## src/rtl/tlb_op_ctrl.sv

```systemverilog
`default_nettype none
// ============================================================================
// Module  : tlb_op_ctrl
// Brief   : EX-stage sequencer for TLB maintenance ops (SRCH/RD/WR/FILL/INV)
// Revision: 1.0 - initial release
// ============================================================================
module tlb_op_ctrl #(
  parameter int TLBNUM = 32,
  parameter int IDXW   = 5
) (
  input  logic              clk,
  input  logic              rst_n,
  input  logic              op_valid,
  input  logic [2:0]        op_type,
  input  logic [4:0]        op_inv_op,
  input  logic [9:0]        op_inv_asid,
  input  logic [18:0]       op_inv_vpn,
  input  logic              flush,
  output logic              op_ready,
  output logic              busy,
  output logic              tlbsrch_en,
  output logic              tlbrd_en,
  output logic              tlbwr_en,
  output logic              tlbfill_en,
  output logic              invtlb_en,
  output logic [4:0]        invtlb_op,
  output logic [9:0]        invtlb_asid,
  output logic [18:0]       invtlb_vpn,
  output logic [IDXW-1:0]   rand_index,
  input  logic              tlbsrch_ret,
  input  logic              tlbrd_ret,
  input  logic              search_tlb_found,
  input  logic [IDXW-1:0]   search_tlb_index,
  input  logic              tlbrd_valid,
  input  logic [31:0]       tlbehi_out,
  input  logic [31:0]       tlbelo0_out,
  input  logic [31:0]       tlbelo1_out,
  input  logic [31:0]       tlbidx_out,
  input  logic [9:0]        asid_out,
  output logic              wb_valid,
  output logic [4:0]        wb_we,
  output logic [31:0]       wb_tlbidx,
  output logic [31:0]       wb_tlbehi,
  output logic [31:0]       wb_tlbelo0,
  output logic [31:0]       wb_tlbelo1,
  output logic [31:0]       wb_tlbidx_mask,
  output logic [9:0]        wb_asid,
  output logic              op_ine
);

  typedef enum logic [2:0] {
    S_IDLE  = 3'd0,
    S_ISSUE = 3'd1,
    S_WAIT  = 3'd2,
    S_WB    = 3'd3,
    S_DRAIN = 3'd4
  } state_t;

  localparam logic [2:0]  c_op_srch = 3'd0;
  localparam logic [2:0]  c_op_rd   = 3'd1;
  localparam logic [2:0]  c_op_wr   = 3'd2;
  localparam logic [2:0]  c_op_fill = 3'd3;
  localparam logic [2:0]  c_op_inv  = 3'd4;
  localparam int          c_cntw    = (TLBNUM > 1) ? $clog2(TLBNUM) : 1;
  localparam logic [c_cntw-1:0] c_cnt_max = c_cntw'(TLBNUM - 1);
  localparam logic [31:0] c_ne_bit       = 32'h8000_0000;
  localparam logic [31:0] c_mask_found   = 32'h8000_0000 | ((32'h1 << IDXW) - 32'h1);
  localparam logic [31:0] c_mask_rd      = 32'hBF00_0000;

  state_t            r_state;
  state_t            w_state_nxt;
  logic [2:0]        r_op;
  logic              r_pending;
  logic [4:0]        r_we;
  logic [c_cntw-1:0] r_cnt;
  logic              w_accept;
  logic              w_illegal;
  logic              w_ret_match;
  logic              w_capture;

  assign w_accept    = op_valid && (r_state == S_IDLE) && !flush;
  assign w_illegal   = (op_type > c_op_inv) || ((op_type == c_op_inv) && (op_inv_op > 5'd6));
  assign w_ret_match = ((r_op == c_op_srch) && tlbsrch_ret) || ((r_op == c_op_rd) && tlbrd_ret);
  assign w_capture   = (r_state == S_WAIT) && !flush && w_ret_match;

  always_ff @(posedge clk) begin
    if (!rst_n) begin
      r_state <= S_IDLE;
    end else begin
      r_state <= w_state_nxt;
    end
  end

  always_comb begin
    w_state_nxt = r_state;
    op_ready    = 1'b0;
    busy        = 1'b1;
    wb_valid    = 1'b0;
    wb_we       = 5'd0;
    case (r_state)
      S_IDLE: begin
        op_ready = 1'b1;
        busy     = 1'b0;
        if (w_accept && !w_illegal) w_state_nxt = S_ISSUE;
      end
      S_ISSUE: begin
        if (flush)          w_state_nxt = S_DRAIN;
        else if (r_pending) w_state_nxt = S_WAIT;
        else                w_state_nxt = S_WB;
      end
      S_WAIT: begin
        if (flush)            w_state_nxt = S_DRAIN;
        else if (w_ret_match) w_state_nxt = S_WB;
      end
      S_WB: begin
        wb_valid    = !flush;
        wb_we       = flush ? 5'd0 : r_we;
        w_state_nxt = S_IDLE;
      end
      S_DRAIN: begin
        // A ret seen while flushing out of WAIT already cleared r_pending.
        if (!r_pending || w_ret_match) w_state_nxt = S_IDLE;
      end
      default: w_state_nxt = S_IDLE;
    endcase
  end

  always_ff @(posedge clk) begin
    if (!rst_n) begin
      r_op           <= 3'd0;
      r_pending      <= 1'b0;
      r_we           <= 5'd0;
      r_cnt          <= '0;
      tlbsrch_en     <= 1'b0;
      tlbrd_en       <= 1'b0;
      tlbwr_en       <= 1'b0;
      tlbfill_en     <= 1'b0;
      invtlb_en      <= 1'b0;
      invtlb_op      <= 5'd0;
      invtlb_asid    <= 10'd0;
      invtlb_vpn     <= 19'd0;
      rand_index     <= '0;
      op_ine         <= 1'b0;
      wb_tlbidx      <= 32'd0;
      wb_tlbidx_mask <= 32'd0;
      wb_tlbehi      <= 32'd0;
      wb_tlbelo0     <= 32'd0;
      wb_tlbelo1     <= 32'd0;
      wb_asid        <= 10'd0;
    end else begin
      r_cnt      <= (r_cnt == c_cnt_max) ? '0 : r_cnt + 1'b1;
      tlbsrch_en <= 1'b0;
      tlbrd_en   <= 1'b0;
      tlbwr_en   <= 1'b0;
      tlbfill_en <= 1'b0;
      invtlb_en  <= 1'b0;
      op_ine     <= w_accept && w_illegal;

      if (((r_state == S_WAIT) || (r_state == S_DRAIN)) && w_ret_match) r_pending <= 1'b0;

      if (w_accept && !w_illegal) begin
        r_op           <= op_type;
        r_pending      <= (op_type == c_op_srch) || (op_type == c_op_rd);
        r_we           <= 5'd0;
        rand_index     <= IDXW'(r_cnt);
        tlbsrch_en     <= (op_type == c_op_srch);
        tlbrd_en       <= (op_type == c_op_rd);
        tlbwr_en       <= (op_type == c_op_wr);
        tlbfill_en     <= (op_type == c_op_fill);
        invtlb_en      <= (op_type == c_op_inv);
        wb_tlbidx      <= 32'd0;
        wb_tlbidx_mask <= 32'd0;
        wb_tlbehi      <= 32'd0;
        wb_tlbelo0     <= 32'd0;
        wb_tlbelo1     <= 32'd0;
        wb_asid        <= 10'd0;
        if (op_type == c_op_inv) begin
          invtlb_op   <= op_inv_op;
          invtlb_asid <= op_inv_asid;
          invtlb_vpn  <= op_inv_vpn;
        end
      end

      if (w_capture) begin
        if (r_op == c_op_srch) begin
          r_we <= 5'b00001;
          if (search_tlb_found) begin
            wb_tlbidx      <= 32'(search_tlb_index);
            wb_tlbidx_mask <= c_mask_found;
          end else begin
            wb_tlbidx      <= c_ne_bit;
            wb_tlbidx_mask <= c_ne_bit;
          end
        end else begin
          // Index field is never touched by TLBRD; only NE and PS go through the mask.
          r_we           <= 5'b11111;
          wb_tlbidx_mask <= c_mask_rd;
          if (tlbrd_valid) begin
            wb_tlbidx  <= tlbidx_out & ~c_ne_bit;
            wb_tlbehi  <= tlbehi_out;
            wb_tlbelo0 <= tlbelo0_out;
            wb_tlbelo1 <= tlbelo1_out;
            wb_asid    <= asid_out;
          end else begin
            wb_tlbidx  <= c_ne_bit;
            wb_tlbehi  <= 32'd0;
            wb_tlbelo0 <= 32'd0;
            wb_tlbelo1 <= 32'd0;
            wb_asid    <= 10'd0;
          end
        end
      end
    end
  end

endmodule
`default_nettype wire

```

## config.mk

```make
export PLATFORM = sky130hd
export DESIGN_NAME = tlb_op_ctrl
export DESIGN_NICKNAME = d
export VERILOG_FILES = /design/src/rtl/tlb_op_ctrl.sv
export SDC_FILE = /design/constraint.sdc
export NUM_CORES = 1
export LEC_CHECK = 0
export BUFFER_PORTS_ARGS = -buffer_cell sky130_fd_sc_hd__buf_2
export CAP_MARGIN = 10
export CORE_AREA = 2 2 158 160
export DETAILED_ROUTE_END_ITERATION = 6
export DIE_AREA = 0 0 160 162
export RECOVER_POWER = 25
export SETUP_SLACK_MARGIN = 0.3
export SYNTH_ARGS = -nofsm -noshare
export SYNTH_HDL_FRONTEND = slang
export SYNTH_SLANG_ARGS = --single-unit
```

## constraint.sdc

```tcl
create_clock -name clk -period 1.95 [get_ports clk]
set_input_delay 0.195 -clock clk [delete_from_list [all_inputs] [get_ports clk]]
set_output_delay 0.195 -clock clk [all_outputs]
set_load 0.05 [all_outputs]
```

Word-level counts from Yosys, hierarchy flattened
Index checks and enable logic that the tools add are counted.
{"block": "word_totals", "n_memories": 0, "rom_bits": 0, "mem_bits_rw": 0, "register_bits": 232, "latch_bits": 0, "out_inout_bits": 223}
{"block": "op_classes", "mux": 41, "bitwise": 1, "div": 0, "n_eq_ne": 13, "n_reduce_logical": 27, "add_sub_neg": 1, "shifts": 0, "n_mul": 0, "magnitude_cmp": 2}
{"cell": "$mux 32", "n": 19}
{"cell": "$mux 10", "n": 4}
{"cell": "$mux 5", "n": 6}
{"cell": "$mux 3", "n": 5}
{"cell": "$eq 3x2->1 const B", "n": 4}
{"cell": "$pmux 3 s4", "n": 1}
{"cell": "$logic_and 1x1->1", "n": 10}
{"cell": "$eq 3x1->1 const B", "n": 3}
{"cell": "$logic_not 3->1", "n": 3}
{"cell": "$eq 3x3->1 const B", "n": 2}
{"cell": "$mux 1", "n": 6}
{"cell": "$add 5x1->5 const B", "n": 1}
{"cell": "$eq 5x5->1 const B", "n": 1}
{"cell": "$gt 5x3->1 const B", "n": 1}
{"cell": "$logic_or 1x1->1", "n": 5}
{"cell": "$reduce_and 2->1", "n": 2}
{"cell": "$reduce_bool 2->1", "n": 2}
{"cell": "$gt 3x3->1 const B", "n": 1}
{"cell": "$logic_not 1->1", "n": 3}
{"cell": "$ne 3x3->1 const B", "n": 1}
{"cell": "$reduce_and 3->1", "n": 1}
{"cell": "$ne 2x1->1 const B", "n": 1}
{"cell": "$ne 2x2->1 const B", "n": 1}
{"cell": "$reduce_or 2->1", "n": 1}
{"cell": "$not 1->1", "n": 1}

Logic depth before layout (Yosys ltp)
Gate-level depths: netlist of the first run.
{"block": "depth", "ltp_word": 8, "ltp_mapped": 8}

Worst setup path before layout of the first run
No wires, ideal clock.
{"block": "synth_timing", "path_type": "reg-to-output", "start": "reg r_state[0]", "end": "out busy", "n_path_buf": 1, "t_arrival_ps": 2204, "required_time_ps": 1755, "path_slack_ps": -449, "path_stages_with_launch": 4, "cell_sequence": "dfxtp_1 > clkbuf_1 > nor3_1 > inv_1"}
{"block": "synth_via", "elab_chain_cells": 2}
{"element": "from (decl)", "line": "70", "source": "state_t r_state;"}
{"element": "from (signal assigned)", "line": "90", "source": "r_state <= w_state_nxt;"}
{"element": "$logic_not 3->1", "line": "100", "source": "case (r_state)"}
{"element": "$mux 1", "line": "100"}
{"element": "to (decl)", "line": "20", "source": "output logic busy,"}
Every way passes these cells.

Worst setup path after layout of the first run
{"block": "layout_timing", "start": "reg r_state[2]", "end": "reg wb_tlbehi[5]"}
{"block": "layout_via", "elab_chain_cells": 7, "elab_cells_between_ends": 10, "classes_between": "1 x eq/ne; 3 x mux; 6 x reduce/logical"}
{"element": "$logic_not 3->1", "line": "81", "source": "assign w_accept = op_valid && (r_state == S_IDLE) && !flush;"}
{"element": "$logic_and 1x1->1 (2 in a row)", "line": "81"}
{"element": "$logic_and 1x1->1", "line": "161", "source": "if (w_accept && !w_illegal) begin"}
{"element": "$mux 32", "line": "161"}
{"element": "$mux 32", "line": "185", "source": "if (r_op == c_op_srch) begin"}
{"element": "$mux 32 *", "line": "184", "source": "if (w_capture) begin"}
{"element": "to (signal assigned)", "line": "200", "source": "wb_tlbehi <= tlbehi_out;"}
{"element": "to (decl)", "line": "43", "source": "output logic [31:0] wb_tlbehi,"}
Mark *: on every way between the ends. The rest lies on a longest branch, timed or not.
A chain may end at the register's enable or synchronous reset.

==> results of run 1 <==
[per-stage QoR]
step | area [um2] | setup WS (ns)
finish | 11600 | 0.174
global route | 11600 | 0.0747
CTS | 11400 | 0.171
detailed placement | 9170 | 0.176
global placement | 9170 | 0.177
floorplan | 7050 | 0.127
[flip-flops by register name, summed over array words and instances, names as in the netlist]
signal and flops:
invtlb_op 5, wb_asid 10, tlbrd_en 1, invtlb_en 1, tlbsrch_en 1, wb_tlbelo0 32
wb_tlbidx 32, rand_index 5, invtlb_asid 10, invtlb_vpn 19, r_state 3, tlbwr_en 1
r_op 3, wb_tlbelo1 32, wb_tlbehi 32, r_cnt 5, wb_tlbidx_mask 1, r_we 2
r_pending 1, tlbfill_en 1, op_ine 1
[routing by layer]
layer	vias to the layer above	track usage
met3	48	0.0523
met5	-	0
met4	0	0.0885
li1	3391	-
met2	350	0.326
met1	3430	0.233
[kinds of logic after synthesis]
group                      count (synthesis)  share of synthesized area
AOI/OAI and AO/OA                        235                      0.254
DFF                                      198                      0.574
and+or+nand+nor                           99                     0.0795
buffers and inverters                     91                     0.0797
xor gates and xnor gates                   4                    0.00507
adders and majority gates                  2                    0.00362
muxes                                      2                    0.00308
other                                      1                   0.000543
[synthesized netlist by cell type (2+ instances only)]
library cell,instances,share of area
nor2_1,16,0.0087
buf_2,23,0.017
a21oi_1,41,0.030
xor2_1,2,0.0025
and3_1,7,0.0063
xnor2_1,2,0.0025
inv_1,6,0.0033
and2_1,3,0.0027
dfxtp_1,198,0.57
o21ai_0,39,0.028
buf_6,7,0.011
o22ai_1,2,0.0018
nor4b_1,3,0.0038
nand2_1,8,0.0043
clkbuf_1,20,0.011
buf_4,34,0.037
ha_1,2,0.0036
nand4_1,5,0.0045
a22o_1,132,0.17
nor2b_1,2,0.0018
a22oi_1,5,0.0054
nand3_1,41,0.030
o211a_1,2,0.0029
nor4_1,3,0.0027
nor3_1,3,0.0022
a31o_2,7,0.0089
[power groups by stage]
stage | Combinational (uW) | Sequential (uW) | Clock, uW
CTS | 950 | 4070 | 3690
global route | 1080 | 4080 | 3870
floorplan | 384 | 4190 | 0
finish | 1010 | 4070 | 3590
detailed placement | 658 | 4170 | 0
global placement | 656 | 4170 | 0
[critical path: stages, from the launching register on]
cell and delay [ns]:
dfxtp_2 0.36, nor3b_4 0.23, buf_4 0.15, nand4_1 0.20
nor2_4 0.21, buf_12 0.20, clkbuf_16 0.22, a22o_1 0.15
[worst min path at each step]
stage	to	depth (start not counted)
5_1_grt	invtlb_asid[6]	3
3_5_place_dp	wb_tlbelo0[14]	2
3_3_place_gp	wb_tlbehi[22]	2
6_report	tlbsrch_en	2
2_1_floorplan	tlbwr_en	1
4_1_cts	tlbsrch_en	2
[layout make-up]
cell class,count,area [um2]
Clock buffer,17,425
Sequential cell,198,3970
Multi-Input combinational cell,362,2550
Inverter,7,26.3
Timing Repair Buffer,585,4090
Tap cell,324,405
Clock inverter,15,179
Fill cell,2235,12500
[what timing repair did]
item	4_1_cts	5_1_grt
gates cloned	2	11
gates resized for setup	29	25
endpoints found under the setup margin	128	191
hold buffers	147	1
hold endpoints to repair	147	1
buffers inserted	5	2
pin swaps	0	18
==> results.cfg, run 1 <==
[run_status]
status = finished, final reports clean

[sta]
finClkSkew_ns = 0.0126
setup_viol = 0
final_hold_viol_count = 0
timing.final.crit_period_ns = 1.78
worst_hold_slack_ns = 0.0237
slew_headroom = 0.539
rsz0062_at_grt = yes
post-route-period-util = 0.911
tns_ns = 0
finalMaxSlewViolations = 0
fmax_mhz = 563
tightestPinTransition_ns = 0.694

[global_routing]
first_global_vias = 6955
track_usage = 0.194
grt-ovfl-total = 0
grt_max_degree = 47
grt_pass1_wl_um = 39500
antenna_found_initial = 1

[critical_path]
cp-end-kind = flip-flop
setup.worst_path.start = r_state[2]
start_kind = flip-flop
path_max_fanout = 23
r2r_slack_ns = 0.17
cp_data_arrival_time_ns = 2.16
critical_path_required_ns = 2.33
rr_worst_depth = 7
crit_path_end = wb_tlbehi[5]
r2r-start = r_state[2]
rr_endpoint = wb_tlbehi[5]
crit_type = flip-flop to flip-flop

[route]
drtIter0Drc = 490
wl_met2_um = 13400
drc = 0
wl_met3_um = 1990
vias_per_cell = 4.79
drtAntennaViolNets = 0
routed.top_layer = met4
vias = 7219
drt-pass1-iter-count = 5
routed_wl_um = 27600
met1_length_um = 11100
wl_per_cell_um = 18.3

[clocking]
clk_path_buf_depth = 2
cts-root-buf = clkbuf_16
cts_tree = done
cts_buffers = 17
clock_sinks = 198
cts_max_level = 4
cts.clk_slew.worst_paths_ns = 0.09
insertion_delay_ns = 0.43

[placement]
post-dp-hpwl_um = 17200
portBuffers = 389
gp_congestion = 0.771
placed_cells = 1308

[final_layout]
diodes = 0
finalNetCount = 1361
final_cell_mix = buf_2, dfxtp_1, dlygate4sd3_1
area_growth_syn_to_layout_pct = 68.5
drive_above_1_share = 0.338
final_common_cell = buf_2
fin_cells = 1508
final_core_util = 0.483

[die]
die_y_um = 162
die_w_um = 160
rows = 57
core_um2 = 24100
initial_core_util = 0.286
die_area_um2 = 25900
ios = 411

[logic_synthesis]
netlist_area_um2 = 6910
async_flop_share = 0
ys_types = 45
post_synth.cell_area_avg_um2 = 10.9
synth-seq-area-share = 0.574
yosys_warnings = 0
ys_ff_latch = 198
synth_edf_count = 0
synthFlopType = dfxtp_1
syn_inst = 632

[power]
pwr-share-clk = 0.414
combinationalPowerShare = 0.117
switching_power_uw = 2380
power.density_nw_per_um2 = 746
leakagePower_uw = 0.00514
seq_power_share = 0.469
vdd_drop_max_mv = 0.557
finalPower_uw = 8680
swShare = 0.274
intPower_uw = 6300

[flow_run]
maxCapViolCount = 0

[min_path]
hp-class = primary input to flip-flop
min_from = op_type[0]
No activity file was read; power rests on OpenSTA's default activity.
==> inputs of run 2 (changes only) <==
CORE_AREA = 2 2 160 162   (was 2 2 158 160)
DIE_AREA = 0 0 162 164   (was 0 0 160 162)
==> results.cfg, run 2 (synthesized netlist as in run 1, its figures left out) <==
[power]
swShare = 0.284
intPower_uw = 6400
combinationalPowerShare = 0.122
seq_power_share = 0.456
vdd_drop_max_mv = 0.495
switching_power_uw = 2540
power.density_nw_per_um2 = 736
pwr-share-clk = 0.422
finalPower_uw = 8940
leakagePower_uw = 0.00535

[route]
wl_per_cell_um = 18.7
vias_per_cell = 4.72
drtAntennaViolNets = 0
routed_wl_um = 28700
vias = 7254
drc = 0
drtIter0Drc = 476
drt-pass1-iter-count = 7

[critical_path]
rr_endpoint = wb_tlbehi[22]
cp-end-kind = flip-flop
path_cells = nor3b_4 > buf_6 > buf_6 > nand4_1 > o211a_4 > buf_12 > clkbuf_16 > a22o_1
cp_common_cell = buf_6
setup.worst_path.start = r_state[2]
r2r-start = r_state[2]
path_max_fanout = 6
critical_path_required_ns = 2.29
cp_data_arrival_time_ns = 2.10
rr_worst_depth = 8
r2r_slack_ns = 0.19
start_kind = flip-flop
crit_type = flip-flop to flip-flop
worst_path_largest_cell_delay_ns = 0.36
critical_path.slowest_cell = dfxtp_2

[placement]
post-dp-hpwl_um = 16600
gp_congestion = 0.761
portBuffers = 389

[min_path]
min_to = invtlb_vpn[3]
min_from = op_inv_vpn[3]
hp-class = primary input to flip-flop
hold_depth = 3

[sta]
finalMaxSlewViolations = 0
post-route-period-util = 0.904
setup_viol = 0
timing.final.crit_period_ns = 1.76
tightestPinTransition_ns = 0.706
final_hold_viol_count = 0
rsz0062_at_grt = yes
finClkSkew_ns = 0.0169
tns_ns = 0
slew_headroom = 0.531
fmax_mhz = 567

[global_routing]
first_global_vias = 7225
grt_pass1_wl_um = 40000
grt-ovfl-total = 0
antenna_found_initial = 0
track_usage = 0.194
grt_max_degree = 54

[clocking]
cts_buffers = 17
cts-root-buf = clkbuf_16
clock_sinks = 198
cts.clk_slew.worst_paths_ns = 0.09
cts_max_level = 4
clk_path_buf_depth = 2
cts_tree = done
insertion_delay_ns = 0.43

[final_layout]
drive_above_1_share = 0.357
finalNetCount = 1382
fillers = 2272
area_growth_syn_to_layout_pct = 75.8
final_common_cell = buf_2
final_cell_mix = buf_2, dfxtp_1, dlygate4sd3_1

[die]
initial_core_util = 0.278
die_area_um2 = 26600
rows = 58
die_y_um = 164
ios = 411
die_w_um = 162
core_um2 = 24800

[run_status]
status = finished, final reports clean

[flow_run]
maxCapViolCount = 0
## run 2: through the flow
stage	utilization	std cells	cell area (um2)	setup slack, ns	hold slack (ns)
2_1_floorplan	-	651	7050	0.127	0.271
3_3_place_gp	0.367	1311	9110	0.168	0.405
3_5_place_dp	0.367	1311	9110	0.158	0.408
4_1_cts	0.476	1521	11800	0.193	0.0000437
5_1_grt	0.489	1535	12100	0.0820	0.00791
6_report	0.489	1536	12100	0.187	0.0199
## run 2: layout make-up
class                   count  area, um2  share of cell area
repair buffers            606       4490               0.370
flip-flops and latches    198       3970               0.327
multi-input cells         362       2600               0.215
clock buffers              17        425              0.0350
well taps                 330        413              0.0340
clock inverters            15        209              0.0172
inverters                   7       26.3             0.00216
diodes                      1       2.50            0.000206
## run 2: routing by layer
metal,vias to the layer above,track usage,wire length [um]
met5,-,0,0
met4,0,0.0716,614
met3,31,0.0596,2360
met2,339,0.331,14000
met1,3452,0.229,11700
li1,3432,-,-
## run 2: worst max path at each step
stage                          endpoint
after global placement       r_state[0]
after global routing      wb_tlbehi[22]
final                     wb_tlbehi[22]
after CTS                  wb_tlbidx[5]
after floorplan                    busy
after detailed placement  wb_tlbehi[15]
## run 2: what timing repair did
action                     in CTS  in global routing
setup buffers                  18                  3
pin swaps                       9                 27
hold endpoints to repair      150                  0
resized for setup              42                 67
setup endpoints to repair     150                188
cloned                         10                 11
hold buffers                  150                  0
## run 2: critical path, delay by kind of cell (launching register included)
family / cells / cell delay, ns
flip-flops: 1 / 0.36
AO/OA/AOI/OAI: 2 / 0.45
buffers and inverters: 4 / 0.55
AND/OR/NAND/NOR: 2 / 0.29
## run 2: power groups by stage
stage,Combinational (uW),Clock [uW],Sequential (uW)
after global placement,656,0,4170
after CTS,1020,3870,4080
after floorplan,384,0,4190
after detailed placement,660,0,4170
final,1090,3770,4080
after global routing,1160,4010,4080
